[src/rtl/cpu_pkg.sv]
// Shared constants for the writeback stage: data/index widths, WB control
// field positions and the halt FSM state encoding.
package cpu_pkg;

  localparam int CPU_DATA_W = 32;
  localparam int CPU_ADDR_W = 5;

  localparam int WB_REGWRITE = 1;
  localparam int WB_MEMTOREG = 0;

  typedef enum logic {
    ST_RUN    = 1'b0,
    ST_HALTED = 1'b1
  } wbState_e;

endpackage

[src/rtl/regfile_2r1w.sv]
// Architectural register file: one synchronous write port, two read ports
// with same-cycle write bypass, and a raw debug read port.
module regfile_2r1w
  import cpu_pkg::*;
#(
  parameter int DATA_W = CPU_DATA_W,
  parameter int ADDR_W = CPU_ADDR_W
) (
  input  logic              clk,
  input  logic              reset,
  input  logic              wrEn,
  input  logic [ADDR_W-1:0] wrAddr,
  input  logic [DATA_W-1:0] wrData,
  input  logic [ADDR_W-1:0] rdAddr1,
  input  logic [ADDR_W-1:0] rdAddr2,
  output logic [DATA_W-1:0] rdData1,
  output logic [DATA_W-1:0] rdData2,
  input  logic [ADDR_W-1:0] dbgAddr,
  output logic [DATA_W-1:0] dbgData
);

  localparam int NUM_REGS = 2 ** ADDR_W;

  logic [DATA_W-1:0] regs [NUM_REGS];

  always_ff @(posedge clk) begin
    if (!reset) begin
      for (int i = 0; i < NUM_REGS; i++) begin
        regs[i] <= '0;
      end
    end else if (wrEn && (wrAddr != '0)) begin
      regs[wrAddr] <= wrData;
    end
  end

  // Index 0 is hardwired to zero even though regs[0] is never written.
  always_comb begin
    rdData1 = regs[rdAddr1];
    if (rdAddr1 == '0) begin
      rdData1 = '0;
    end else if (wrEn && (wrAddr == rdAddr1)) begin
      rdData1 = wrData;
    end
  end

  always_comb begin
    rdData2 = regs[rdAddr2];
    if (rdAddr2 == '0) begin
      rdData2 = '0;
    end else if (wrEn && (wrAddr == rdAddr2)) begin
      rdData2 = wrData;
    end
  end

  assign dbgData = (dbgAddr == '0) ? '0 : regs[dbgAddr];

endmodule

[src/rtl/wb_stage_regfile.sv]
// Writeback stage: selects load vs ALU data, commits it to the register file,
// counts committed writes and freezes the core once a halt marker retires.
//
// state     | meaning
// ----------+------------------------------------------------------------
// ST_RUN    | normal retirement; HaltReg moves to ST_HALTED after commit
// ST_HALTED | writes and counting frozen, reads live; left only by reset
module wb_stage_regfile
  import cpu_pkg::*;
#(
  parameter int DATA_W = CPU_DATA_W,
  parameter int ADDR_W = CPU_ADDR_W,
  parameter int CNT_W  = 32
) (
  input  logic              clk,
  input  logic              reset,
  input  logic [DATA_W-1:0] MemOpReg,
  input  logic [DATA_W-1:0] ResultRTypeReg,
  input  logic [ADDR_W-1:0] WrRegReg,
  input  logic [1:0]        WBReg,
  input  logic              HaltReg,
  input  logic [ADDR_W-1:0] ReadReg1,
  input  logic [ADDR_W-1:0] ReadReg2,
  output logic [DATA_W-1:0] ReadData1,
  output logic [DATA_W-1:0] ReadData2,
  output logic [DATA_W-1:0] WrBackData,
  output logic [ADDR_W-1:0] WrBackReg,
  output logic              WrBackEn,
  output logic              Halted,
  output logic [CNT_W-1:0]  WriteCount,
  input  logic [ADDR_W-1:0] DbgAddr,
  output logic [DATA_W-1:0] DbgData
);

  wbState_e         state;
  wbState_e         stateNext;
  logic [CNT_W-1:0] writeCnt;

  assign WrBackData = WBReg[WB_MEMTOREG] ? MemOpReg : ResultRTypeReg;
  assign WrBackReg  = WrRegReg;
  // A write to index 0 is not a commit, so it must not reach the counter.
  assign WrBackEn   = (state == ST_RUN) && WBReg[WB_REGWRITE] && (WrRegReg != '0);

  always_ff @(posedge clk) begin
    if (!reset) begin
      state <= ST_RUN;
    end else begin
      state <= stateNext;
    end
  end

  always_comb begin
    stateNext = state;
    case (state)
      ST_RUN:    if (HaltReg) stateNext = ST_HALTED;
      ST_HALTED: stateNext = ST_HALTED;
      default:   stateNext = ST_RUN;
    endcase
  end

  always_ff @(posedge clk) begin
    if (!reset) begin
      writeCnt <= '0;
    end else if (WrBackEn) begin
      writeCnt <= writeCnt + CNT_W'(1);
    end
  end

  assign Halted     = (state == ST_HALTED);
  assign WriteCount = writeCnt;

  regfile_2r1w #(
    .DATA_W(DATA_W),
    .ADDR_W(ADDR_W)
  ) uRegfile (
    .clk    (clk),
    .reset  (reset),
    .wrEn   (WrBackEn),
    .wrAddr (WrRegReg),
    .wrData (WrBackData),
    .rdAddr1(ReadReg1),
    .rdAddr2(ReadReg2),
    .rdData1(ReadData1),
    .rdData2(ReadData2),
    .dbgAddr(DbgAddr),
    .dbgData(DbgData)
  );

endmodule
[config.mk]
export PLATFORM = sky130hd
export DESIGN_NAME = wb_stage_regfile
export DESIGN_NICKNAME = d
export VERILOG_FILES = /design/src/rtl/cpu_pkg.sv /design/src/rtl/regfile_2r1w.sv /design/src/rtl/wb_stage_regfile.sv
export SDC_FILE = /design/constraint.sdc
export NUM_CORES = 2
export LEC_CHECK = 0
export CAP_MARGIN = 10
export CORE_AREA = 2 2 463 465
export DETAILED_ROUTE_END_ITERATION = 6
export DIE_AREA = 0 0 465 467
export SYNTH_ARGS = -nofsm -noshare
export SYNTH_HDL_FRONTEND = slang
export SYNTH_SLANG_ARGS = --single-unit
[constraint.sdc]
create_clock -name clk -period 5.25 [get_ports clk]
set_input_delay 0.525 -clock clk [delete_from_list [all_inputs] [get_ports clk]]
set_output_delay 0.525 -clock clk [all_outputs]
set_load 0.03 [all_outputs]
==> report_table.html <==
<table>
<tr><th>Metric</th><th>Value</th></tr>
<tr><th colspan="2">Layout</th></tr>
<tr><td>Most common library cell in the layout ignoring fill and taps</td><td>nor2_1</td></tr>
<tr><td>Final core utilization</td><td>35.2%</td></tr>
<tr><td>Most used cells in the layout excluding fill and tap cells</td><td>nor2_1 (1035), edfxtp_1 (1024), mux2i_1 (610), mux4_2 (515), a22oi_1 (308)</td></tr>
<tr><td>Area growth, synth to finish</td><td>17.6%</td></tr>
<tr><td>Layout Nets</td><td>5198</td></tr>
<tr><td>Fin area</td><td>74500 um^2</td></tr>
<tr><td>Fraction of final layout cells with drive strength greater than 1</td><td>23.0%</td></tr>
<tr><th colspan="2">Clocking</th></tr>
<tr><td>Master cell of the clock root buffer</td><td>clkbuf_16</td></tr>
<tr><td>Number of buffers added to fix hold violations after cts</td><td>0</td></tr>
<tr><td>Clock tree buffer depth</td><td>3</td></tr>
<tr><td>Count of buffers added by post-CTS timing repair for setup</td><td>0</td></tr>
<tr><td>Clock transition at the registers of the reported paths</td><td>60 ps</td></tr>
<tr><td>PostCTS Resize Cnt</td><td>0</td></tr>
<tr><td>CTS tree</td><td>done</td></tr>
<tr><td>CTS Buf Count</td><td>113</td></tr>
<tr><td>Skew-Pair Late Insertion Delay</td><td>790 ps</td></tr>
<tr><td>CTS H-tree lvls</td><td>3</td></tr>
<tr><td>TritonCTS sink count</td><td>1057</td></tr>
<tr><th colspan="2">Drt</th></tr>
<tr><td>WL/cell</td><td>36.9 um</td></tr>
<tr><td>DRC violation count after routing</td><td>0</td></tr>
<tr><td>Routed vias/inst</td><td>6.46</td></tr>
<tr><td>Iter 0 DRT Violations</td><td>9724</td></tr>
<tr><td>1st-pass router iterations</td><td>7</td></tr>
<tr><td>WL final</td><td>296 mm</td></tr>
<tr><td>Via Count</td><td>51900</td></tr>
<tr><td>Post-detailed-route count of antenna-violating nets</td><td>0</td></tr>
<tr><th colspan="2">Placement</th></tr>
<tr><td>Worst slack after detailed placement</td><td>412 ps</td></tr>
<tr><td>Post-DP HPWL</td><td>184 mm</td></tr>
<tr><td>Number of I/O port buffers</td><td>255</td></tr>
<tr><td>Placer's final routability congestion estimate</td><td>0.952</td></tr>
<tr><td>Cell area after placement</td><td>71000 um^2</td></tr>
<tr><th colspan="2">STA</th></tr>
<tr><td>Clk_skew</td><td>40.9 ps</td></tr>
<tr><td>Post-route fraction of the period consumed by the critical path</td><td>97.9%</td></tr>
<tr><td>PnR worst setup slack</td><td>111 ps</td></tr>
<tr><td>Pins over their slew limit</td><td>0</td></tr>
<tr><td>Worst slew margin relative to its limit</td><td>12.2%</td></tr>
<tr><td>Hold Fails Final Rpt</td><td>0</td></tr>
<tr><td>Total setup violations reported at the end of the flow</td><td>0</td></tr>
<tr><td>FMAX</td><td>195 MHz</td></tr>
<tr><td>Transition at the pin with the smallest max-transition slack</td><td>1310 ps</td></tr>
<tr><td>Sum of negative setup slack</td><td>0 ps</td></tr>
<tr><td>RSZ-0062 raised after global routing</td><td>false</td></tr>
<tr><td>Shortest clock period the worst path allows after layout</td><td>5140 ps</td></tr>
<tr><th colspan="2">Global routing</th></tr>
<tr><td>Global-route wire length before repair</td><td>402 mm</td></tr>
<tr><td>Number of antenna violations at the first check in global routing</td><td>16</td></tr>
<tr><td>Largest net degree at the start of global routing</td><td>94</td></tr>
<tr><td>GRT Overall Usage</td><td>26.5%</td></tr>
<tr><td>Remaining Overflow, GRT</td><td>0</td></tr>
<tr><td>Number of global-route vias before repair</td><td>49500</td></tr>
<tr><th colspan="2">Pwr</th></tr>
<tr><td>Static leakage power</td><td>27.2 nW</td></tr>
<tr><td>Power density over the cells</td><td>295 nW/um^2</td></tr>
<tr><td>Worst-case vdd ir drop</td><td>0.000276 V</td></tr>
<tr><th colspan="2">Worst hold path</th></tr>
<tr><td>Number of instances on the worst hold path</td><td>3</td></tr>
<tr><td>Worst min-delay path category</td><td>in -&gt; reg</td></tr>
<tr><th colspan="2">Floorplanning</th></tr>
<tr><td>Die height</td><td>467 um</td></tr>
<tr><td>Area of the die</td><td>217000 um^2</td></tr>
<tr><td>Number of top-level pins</td><td>256</td></tr>
<tr><td>Die X</td><td>465 um</td></tr>
<tr><td>Initial Utilization</td><td>29.9%</td></tr>
<tr><td>Core Region</td><td>212000 um^2</td></tr>
<tr><td>Row count</td><td>169</td></tr>
<tr><th colspan="2">Logic synthesis</th></tr>
<tr><td>Mapped Area</td><td>63400 um^2</td></tr>
<tr><td>Seq cells post-synth</td><td>1057</td></tr>
<tr><td>Average footprint of a synthesized cell</td><td>12.7 um^2</td></tr>
<tr><td>Distinct cells, synth</td><td>60</td></tr>
<tr><td>Total of warnings raised by yosys</td><td>0</td></tr>
<tr><td>Post-synthesis sequential area ratio</td><td>49.6%</td></tr>
<tr><td>Share of async-settable or async-resettable flops after synthesis</td><td>0%</td></tr>
<tr><td>Post-synth EDFFs</td><td>1024</td></tr>
<tr><td>Gate count of the mapped netlist</td><td>4977</td></tr>
<tr><td>Flip-flop cell with the highest count after synthesis</td><td>edfxtp_1</td></tr>
<tr><th colspan="2">Critical path</th></tr>
<tr><td>Worst r2r src</td><td>Halted$_SDFF_PN0_</td></tr>
<tr><td>Kind of end point of the critical path</td><td>output pin</td></tr>
<tr><td>Depth of the most critical reg-to-reg path</td><td>6</td></tr>
<tr><td>Launch point of the worst path</td><td>ReadReg1[4]</td></tr>
<tr><td>Required time of the critical path</td><td>4720 ps</td></tr>
<tr><td>Crit Path Category</td><td>in -&gt; out</td></tr>
<tr><td>End of the worst register-to-register path</td><td>uRegfile.regs[22][21]$_SDFFCE_PN0P_</td></tr>
<tr><td>Setup slack of the most critical reg-to-reg path</td><td>1670 ps</td></tr>
<tr><td>Critical Path Start Type</td><td>input port</td></tr>
<tr><td>End of the critical path</td><td>ReadData1[16]</td></tr>
<tr><td>Arrival time at the worst endpoint</td><td>4610 ps</td></tr>
<tr><td>Critical-path maximum fanout</td><td>12</td></tr>
<tr><th colspan="2">Job</th></tr>
<tr><td>Max-Cap Viols</td><td>0</td></tr>
<tr><th colspan="2">Run status</th></tr>
<tr><td>Result of the run</td><td>completed</td></tr>
</table>
## metrics by stage
stage                     instances  total power [mW]  hold slack, ps
after floorplan                5008              12.2             588
after global placement         7813              14.1             463
after detailed placement       7813              14.2             467
after CTS                      8023              21.8             304
after global routing           8025              22.4             332
final                          8032              22.0             339
## worst max-delay path, stage by stage
cell,delay (ps)
clkdlybuf4s50_1,980
xnor2_1,450
nand3_1,240
nor3_4,270
nand2_1,700
buf_4,500
a31oi_1,610
buf_4,290
## power breakdown
part           switching, mW  leakage [nW]  internal, mW
sequential             0.257          10.8          9.56
clock                   3.60          1.71          4.22
combinational           2.66          14.7          1.66
## cell families after synthesis
logic type | count (synthesis) | share of synthesized area, %
and+or+nand+nor | 1326 | 8.64
muxes | 1182 | 28.9
DFF | 1057 | 49.6
AOI/OAI and AO/OA | 762 | 8.18
buffers and inverters | 616 | 4.25
xor gates and xnor gates | 32 | 0.442
adders and majority gates | 1 | 0.0197
other | 1 | 0.00592
## per-layer routing
layer	track usage [%]	wire length (um)	vias to the layer above
met5	0.549	250	-
met2	39.0	127000	5057
met1	32.6	101000	26200
met3	10.0	47100	1000
met4	16.3	21600	16
li1	-	-	19600
## synth_stat cells (all sizes together), types with 2 or more instances
library cell,instances,area [um^2]
a31oi,52,325
o21ai,58,290
nor3,10,65.1
and3b,4,35.0
mux2,25,282
nand2,124,465
dfxtp,33,661
o21a,21,158
o31a,24,210
a221oi,18,158
xor2,12,105
o211ai,28,210
a22o,28,245
a21oi,165,826
o31ai,2,15.0
clkbuf,335,1260
and2,8,50.1
or4,15,116
nor2,1040,3910
edfxtp,1024,30700
mux2i,642,6430
nand4,23,144
inv,73,274
nand3,24,125
o22ai,35,219
or2,5,31.3
buf,208,1160
nand2b,7,43.8
o22a,2,17.5
mux4,515,11600
a31o,7,61.3
and4,5,46.3
a221o,11,110
xnor2,20,175
and3,4,25.0
or3,6,37.5
nor4,30,230
a22oi,308,2310
nor3b,4,45.1
nor2b,16,100
## registers in the layout (all words and copies together) (netlist names)
signal	count
uRegfile.regs	1024
Halted	1
WriteCount	32
## worst min-delay path by stage
stage	start	end	slack [ps]
after floorplan	WriteCount[31]$_SDFFE_PN0P_	WriteCount[31]$_SDFFE_PN0P_	590
after global placement	WriteCount[31]$_SDFFE_PN0P_	WriteCount[31]$_SDFFE_PN0P_	460
after detailed placement	WriteCount[31]$_SDFFE_PN0P_	WriteCount[31]$_SDFFE_PN0P_	470
after CTS	HaltReg	Halted$_SDFF_PN0_	300
after global routing	HaltReg	Halted$_SDFF_PN0_	330
final	HaltReg	Halted$_SDFF_PN0_	340
## cell type report
type	count	area [um^2]
fillers	20300	137000
flip-flops and latches	1057	31400
multi-input cells	3335	30100
repair buffers	528	5740
well taps	2821	3530
clock buffers	139	2950
clock inverters	71	519
inverters	73	277
diodes	8	20.0
No activity file was read; power rests on OpenSTA's default activity.
